File: config.mk
export PLATFORM = sky130hd
export DESIGN_NAME = wb_uart_rx_fifo
export DESIGN_NICKNAME = d
export VERILOG_FILES = /design/src/rtl/wb_uart_rx_fifo.sv
export SDC_FILE = /design/constraint.sdc
export NUM_CORES = 1
export LEC_CHECK = 0
export CORE_ASPECT_RATIO = 1.75
export CORE_MARGIN = 8
export CORE_UTILIZATION = 25
export CTS_CLUSTER_DIAMETER = 150
export DETAILED_ROUTE_END_ITERATION = 10
export GPL_TIMING_DRIVEN = 0
export PLACE_DENSITY = 0.47
export SYNTH_ARGS = -nofsm -noshare
export SYNTH_HDL_FRONTEND = slang
export SYNTH_SLANG_ARGS = --single-unit
export TNS_END_PERCENT = 5
File: constraint.sdc
create_clock -name clock -period 4.9 [get_ports clock]
set_clock_uncertainty 0.1 [all_clocks]
set_input_delay 1.47 -clock clock [delete_from_list [all_inputs] [get_ports clock]]
set_output_delay 1.47 -clock clock [all_outputs]
set_load 0.02 [all_outputs]
File: src/rtl/wb_uart_rx_fifo.sv
`default_nettype none
// ============================================================================
// Module   : wb_uart_rx_fifo
// Purpose  : UART receiver (16x oversampled), 2**FIFO_AW x 8 RX FIFO and a
//            Wishbone classic slave register port. The CPU polls STATUS or
//            takes irq_o, then reads bytes from RXDATA.
// Revision : 1.0 - initial release
// ----------------------------------------------------------------------------
// Ports    : clock            wb clock, rising edge
//            reset            synchronous, active-high
//            wb_adr_i[3:0]    byte address, [3:2] selects register
//            wb_dat_i[31:0]   write data
//            wb_dat_o[31:0]   read data (held between acks)
//            wb_sel_i[3:0]    byte selects (full-word access only, ignored)
//            wb_we_i          write enable
//            wb_cyc_i         bus cycle
//            wb_stb_i         strobe
//            wb_ack_o         registered single-cycle acknowledge
//            uart_rx          async serial input, idles high
//            irq_o            high while FIFO not empty (registered)
// Registers: 0x0 RXDATA (R, pops)  0x4 STATUS (R, W1C [4:2])  0x8/0xC zero
// Config   : `UART_RX_PARITY_EN adds an even-parity bit after the data bits
//            and makes STATUS[4] (PE) live. Undefined: plain 8N1.
// ============================================================================
module wb_uart_rx_fifo #(
  parameter int CLK_FREQ_HZ = 24000000,
  parameter int BAUD        = 115200,
  parameter int FIFO_AW     = 4
) (
  input  logic        clock,
  input  logic        reset,
  input  logic [3:0]  wb_adr_i,
  input  logic [31:0] wb_dat_i,
  output logic [31:0] wb_dat_o,
  input  logic [3:0]  wb_sel_i,
  input  logic        wb_we_i,
  input  logic        wb_cyc_i,
  input  logic        wb_stb_i,
  output logic        wb_ack_o,
  input  logic        uart_rx,
  output logic        irq_o
);

  localparam int OS_DIV = (CLK_FREQ_HZ + BAUD * 8) / (BAUD * 16);
  localparam int DIV_W  = (OS_DIV > 1) ? $clog2(OS_DIV) : 1;
  localparam logic [DIV_W-1:0] DIV_MAX = DIV_W'(OS_DIV - 1);
  localparam int DEPTH  = 2 ** FIFO_AW;

  typedef enum logic [2:0] {
    S_IDLE   = 3'd0,
    S_START  = 3'd1,
    S_DATA   = 3'd2,
`ifdef UART_RX_PARITY_EN
    S_PARITY = 3'd3,
`endif
    S_STOP   = 3'd4,
    S_BREAK  = 3'd5
  } state_t;

  state_t             state_q, state_d;
  logic               rx_s1_q, rx_s1_d, rx_s2_q, rx_s2_d, rx_prev_q, rx_prev_d;
  logic [DIV_W-1:0]   div_q, div_d;
  logic [3:0]         sc_q, sc_d;
  logic [2:0]         bit_q, bit_d;
  logic [7:0]         shreg_q, shreg_d;
  logic               perr_q, perr_d;
  logic [FIFO_AW:0]   wr_ptr_q, wr_ptr_d, rd_ptr_q, rd_ptr_d;
  logic [7:0]         mem_q [DEPTH];
  logic               ovr_q, ovr_d, fe_q, fe_d, pe_q, pe_d;
  logic               ack_q, ack_d, irq_q, irq_d;
  logic [31:0]        dat_q, dat_d;

  logic               w_tick, w_push, w_fe_set, w_pe_set;
  logic               w_empty, w_full, w_req, w_pop, w_push_ok, w_ovr_set;
  logic [FIFO_AW:0]   w_count;
  logic [1:0]         w_reg_sel;
  logic [2:0]         w_clr;
  logic [31:0]        w_status;
  logic               w_unused;

  assign w_unused = ^{wb_sel_i, wb_adr_i[1:0], wb_dat_i};

  // --------------------------------------------------------------------------
  // Receive front end and frame FSM
  // --------------------------------------------------------------------------
  always_comb begin
    rx_s1_d   = uart_rx;
    rx_s2_d   = rx_s1_q;
    rx_prev_d = rx_s2_q;
    w_tick    = (div_q == DIV_MAX);
    div_d     = w_tick ? '0 : div_q + 1'b1;
    state_d   = state_q;
    sc_d      = sc_q;
    bit_d     = bit_q;
    shreg_d   = shreg_q;
    perr_d    = perr_q;
    w_push    = 1'b0;
    w_fe_set  = 1'b0;
    w_pe_set  = 1'b0;
    case (state_q)
      S_IDLE: begin
        // Falling edge on the synchronised line; realign the tick divider so
        // sample points land mid-bit relative to this edge.
        if (rx_prev_q && !rx_s2_q) begin
          state_d = S_START;
          sc_d    = 4'd0;
          div_d   = '0;
        end
      end
      S_START: begin
        if (w_tick) begin
          if (sc_q == 4'd7) begin
            sc_d = 4'd0;
            if (!rx_s2_q) begin
              state_d = S_DATA;
              bit_d   = 3'd0;
              perr_d  = 1'b0;
            end else begin
              state_d = S_IDLE;
            end
          end else begin
            sc_d = sc_q + 4'd1;
          end
        end
      end
      S_DATA: begin
        // sc wraps 15 -> 0 naturally, so every sample is 16 ticks apart.
        if (w_tick) begin
          sc_d = sc_q + 4'd1;
          if (sc_q == 4'd15) begin
            shreg_d = {rx_s2_q, shreg_q[7:1]};
            bit_d   = bit_q + 3'd1;
            if (bit_q == 3'd7) begin
`ifdef UART_RX_PARITY_EN
              state_d = S_PARITY;
`else
              state_d = S_STOP;
`endif
            end
          end
        end
      end
`ifdef UART_RX_PARITY_EN
      S_PARITY: begin
        if (w_tick) begin
          sc_d = sc_q + 4'd1;
          if (sc_q == 4'd15) begin
            if (rx_s2_q != ^shreg_q) begin
              w_pe_set = 1'b1;
              perr_d   = 1'b1;
            end
            state_d = S_STOP;
          end
        end
      end
`endif
      S_STOP: begin
        if (w_tick) begin
          sc_d = sc_q + 4'd1;
          if (sc_q == 4'd15) begin
            if (rx_s2_q) begin
              w_push  = !perr_q;
              state_d = S_IDLE;
            end else begin
              w_fe_set = 1'b1;
              state_d  = S_BREAK;
            end
          end
        end
      end
      S_BREAK: begin
        if (rx_s2_q) state_d = S_IDLE;
      end
      default: state_d = S_IDLE;
    endcase
  end

  // --------------------------------------------------------------------------
  // FIFO, flags and Wishbone register port
  // --------------------------------------------------------------------------
  always_comb begin
    w_empty   = (wr_ptr_q == rd_ptr_q);
    w_full    = (wr_ptr_q[FIFO_AW] != rd_ptr_q[FIFO_AW]) &&
                (wr_ptr_q[FIFO_AW-1:0] == rd_ptr_q[FIFO_AW-1:0]);
    w_count   = wr_ptr_q - rd_ptr_q;
    w_req     = wb_cyc_i && wb_stb_i && !ack_q;
    w_reg_sel = wb_adr_i[3:2];
    w_pop     = w_req && !wb_we_i && (w_reg_sel == 2'd0) && !w_empty;
    // A simultaneous pop frees the slot, so a push into a full FIFO succeeds.
    w_push_ok = w_push && (!w_full || w_pop);
    w_ovr_set = w_push && w_full && !w_pop;
    wr_ptr_d  = wr_ptr_q + (FIFO_AW + 1)'(w_push_ok);
    rd_ptr_d  = rd_ptr_q + (FIFO_AW + 1)'(w_pop);
    w_clr     = (w_req && wb_we_i && (w_reg_sel == 2'd1)) ? wb_dat_i[4:2] : 3'b000;
    // Set wins over a same-cycle clear.
    ovr_d     = (ovr_q & ~w_clr[0]) | w_ovr_set;
    fe_d      = (fe_q & ~w_clr[1]) | w_fe_set;
`ifdef UART_RX_PARITY_EN
    pe_d      = (pe_q & ~w_clr[2]) | w_pe_set;
`else
    pe_d      = 1'b0;
`endif
    w_status                 = '0;
    w_status[0]              = !w_empty;
    w_status[1]              = w_full;
    w_status[2]              = ovr_q;
    w_status[3]              = fe_q;
    w_status[4]              = pe_q;
    w_status[8 +: FIFO_AW+1] = w_count;
    ack_d = w_req;
    dat_d = dat_q;
    if (w_req) begin
      dat_d = 32'd0;
      if (!wb_we_i) begin
        case (w_reg_sel)
          2'd0:    dat_d = w_empty ? 32'd0 : {24'd0, mem_q[rd_ptr_q[FIFO_AW-1:0]]};
          2'd1:    dat_d = w_status;
          default: dat_d = 32'd0;
        endcase
      end
    end
    irq_d = !w_empty;
  end

  always_ff @(posedge clock) begin
    if (reset) begin
      state_q   <= S_IDLE;
      rx_s1_q   <= 1'b1;
      rx_s2_q   <= 1'b1;
      rx_prev_q <= 1'b1;
      div_q     <= '0;
      sc_q      <= 4'd0;
      bit_q     <= 3'd0;
      shreg_q   <= 8'd0;
      perr_q    <= 1'b0;
      wr_ptr_q  <= '0;
      rd_ptr_q  <= '0;
      ovr_q     <= 1'b0;
      fe_q      <= 1'b0;
      pe_q      <= 1'b0;
      ack_q     <= 1'b0;
      dat_q     <= 32'd0;
      irq_q     <= 1'b0;
    end else begin
      state_q   <= state_d;
      rx_s1_q   <= rx_s1_d;
      rx_s2_q   <= rx_s2_d;
      rx_prev_q <= rx_prev_d;
      div_q     <= div_d;
      sc_q      <= sc_d;
      bit_q     <= bit_d;
      shreg_q   <= shreg_d;
      perr_q    <= perr_d;
      wr_ptr_q  <= wr_ptr_d;
      rd_ptr_q  <= rd_ptr_d;
      ovr_q     <= ovr_d;
      fe_q      <= fe_d;
      pe_q      <= pe_d;
      ack_q     <= ack_d;
      dat_q     <= dat_d;
      irq_q     <= irq_d;
    end
  end

  // Storage has no reset; pointers define validity.
  always_ff @(posedge clock) begin
    if (!reset && w_push_ok) mem_q[wr_ptr_q[FIFO_AW-1:0]] <= shreg_q;
  end

  assign wb_ack_o = ack_q;
  assign wb_dat_o = dat_q;
  assign irq_o    = irq_q;

endmodule
`default_nettype wire
==> impl_metrics.toml <==
[synth]
synth_top_area_share_pct = 51.2
ys_ff_latch = 180
synth-edff-count = 128
synth_async_sr_flop_share_pct = 0
synth_area_leaders = "edfxtp_1 51%, dfxtp_1 14%, mux4_2 9.0%, nor2_1 3.1%, ha_1 2.2%"
yosysWarningCount = 0
syn_avg_cell_area_um2 = 14.2
syn_inst = 528
synthFlopType = "edfxtp_1"
synth.distinct_cells = 55
seq_area_frac_synth_pct = 65.1
yosysTopAreaCell = "edfxtp_1"
netlist_area_um2 = 7500

[clocking]
post-cts-setup-buffer-count = 0
cts_hold_buf = 0
clock_insertion_delay_worst_skew_ns = 0.44
cts-buffers-inserted = 17
cts_sinks = 180
htreeDepth = 4
cts_tree = "built"
cts_resized = 0
clk_path_buf_depth = 2
root_buffer = "clkbuf_16"
cts.reportedPaths.clkPinSlew_ns = 0.07

[floorplanning]
start_util_pct = 25.1
die_h_um = 245
rows = 84
fp.coreArea_um2 = 29800
io_pins = 80
dieWidth_um = 147
dieArea_um2 = 36000

[global_route]
grt_first_pass_wirelength_um = 27700
grt_max_degree = 19
grt_pass1_vias = 4682
antenna_found_initial = 0
grt_usage_pct = 10.3
grt_overflow_total = 0

[detailed_routing]
dr_total_vias = 4397
via_per_inst = 4.45
wire_per_inst_um = 18.2
route.detailed.drc = 0
drt-initial-drc-count = 343
dr.pass1.iters = 5
wirelength_um = 18000
antenna_left = 0

[setup_path]
cp-end-kind = "flop"
required_ns = 4.85
critical_path_class = "reg -> reg"
setup.worst_path.start_class = "flop"
arrival_ns = 4.23
cp_max_fo = 10

[power]
ir_drop_v = 0.000235
power_density_nw_per_um2 = 342
leakage_nw = 2.92

[layout]
num_antenna_cells = 0
design_area_um2 = 8850
drive_gt1_share_pct = 16.5
syn2layout_area_growth_pct = 17.9
fill_cells = 3019
num-nets-final = 649

[place]
dpl_cell_area_um2 = 8300
port_buffers = 24
gp_congestion = 0.816
dp_hpwl_um = 13500

[timing]
setup_violations = 0
tns_ns = 0
rsz0062_at_grt = "no"
slew_headroom_pct = 22.8
fin_crit_sh_pct = 87.3
fmax_mhz = 234
period_minus_slack_ns = 4.28
slew_viol_final = 0
tightest_slew_ns = 1.15
hold_violations = 0

[outcome]
outcome = "finished, final reports clean"

[flow_run]
cap_violations = 0

[min_path]
holdCritPathClass = "reg -> reg"
-- through the flow --
step / total power, mW / setup slack [ns] / instances / utilization [%] / hold WS (ns)
floorplan: 1.72 / 1.53 / 546 / - / 0.289
global placement: 1.74 / 0.244 / 957 / 27.8 / 0.303
detailed placement: 1.74 / 0.235 / 957 / 27.8 / 0.314
CTS: 3.05 / 0.572 / 988 / 29.6 / 0.328
global route: 3.12 / 0.335 / 988 / 29.6 / 0.344
finish: 3.02 / 0.624 / 988 / 29.6 / 0.326
-- state kept, by name (all words and copies together) (netlist names), 3 cells and up --
register  count
rd_ptr_q      5
wb_dat_o     13
div_q         4
bit_q         3
sc_q          4
state_q       3
mem_q       128
wr_ptr_q      5
shreg_q       8
-- Yosys cell counts, drive strengths merged, types with 3 or more instances --
| master | count |
|---|---|
| a211oi | 3 |
| a21oi | 7 |
| a22oi | 7 |
| a31oi | 4 |
| a32o | 4 |
| and2 | 3 |
| and3 | 3 |
| buf | 31 |
| clkbuf | 11 |
| dfxtp | 52 |
| edfxtp | 128 |
| ha | 13 |
| inv | 13 |
| mux2i | 15 |
| mux4 | 30 |
| nand2 | 34 |
| nand2b | 4 |
| nand3 | 29 |
| nand4 | 3 |
| nor2 | 63 |
| nor2b | 8 |
| nor3 | 4 |
| nor3b | 4 |
| o21ai | 4 |
| or2 | 6 |
| or3 | 3 |
| xnor2 | 7 |
| xor2 | 7 |
-- final timing paths --
kind	to	slack [ns]	cells past startpoint	startpoint
worst min-delay path	rx_prev_d$_SDFF_PP1_	0.33	1	rx_s1_q$_SDFF_PP1_
worst min register to register	rx_prev_d$_SDFF_PP1_	0.33	1	rx_s1_q$_SDFF_PP1_
worst max register to register	mem_q[4][1]$_DFFE_PP_	0.62	10	rd_ptr_q[3]$_SDFF_PP0_
worst max-delay path	mem_q[4][1]$_DFFE_PP_	0.62	10	rd_ptr_q[3]$_SDFF_PP0_
-- cells in the final DEF (no fill, tap or decap), types with 7 or more instances in the layout --
master,count
xor2_1,7
buf_4,20
a21oi_1,7
conb_1,19
ha_1,13
clkdlybuf4s50_1,24
clkbuf_1,13
nor2b_1,8
nor2_1,62
mux2i_1,15
mux4_2,30
clkbuf_16,17
nand2_1,34
dfxtp_1,52
a22oi_1,7
nand3_1,29
xnor2_1,7
inv_1,13
buf_2,10
edfxtp_1,128
-- area by class of cell --
cell class / instances / area, um2 / share of cell area, %
timing repair buffer: 24 / 240 / 2.72
tap: 387 / 484 / 5.47
multi-input combinational: 311 / 2380 / 27.0
sequential: 180 / 4880 / 55.2
inverter: 13 / 48.8 / 0.552
buffer: 42 / 253 / 2.86
clock buffer: 19 / 433 / 4.89
clock inverter: 12 / 119 / 1.34
-- worst max-delay path, stage by stage (launching register included) --
cell and delay (ns):
dfxtp_1 0.31, buf_2 0.26, buf_2 0.36, inv_1 0.09, clkbuf_1 0.29, ha_1 0.42
nand4_1 0.19, a211oi_1 0.11, nor4_2 0.58, nand3_1 0.25, nor2_1 0.93
-- cell families after synthesis --
logic type	share of synthesized area [%]
AO/OA/AOI/OAI	4.89
XOR/XNOR	1.63
adder cells (fa/ha/maj)	2.43
buffers and inverters	4.02
flip-flops	65.1
multiplexers	11.0
other	0.0500
AND/OR/NAND/NOR	10.9
-- power breakdown --
part           leakage, nW  switching, mW  internal [mW]
Sequential            1.61        0.00488           1.61
Clock                0.269          0.605          0.707
Combinational         1.04         0.0570         0.0363
-- layer usage --
| metal | track usage [%] | share of wire (%) | wire (um) |
|---|---|---|---|
| met1 | 9.22 | 34 | 6120 |
| met2 | 20.7 | 58 | 10500 |
| met3 | 2.25 | 4.3 | 769 |
| met4 | 5.36 | 3.5 | 629 |
| met5 | 0 | 0 | 0 |
Note: power is estimated with default switching activity, not from simulation.
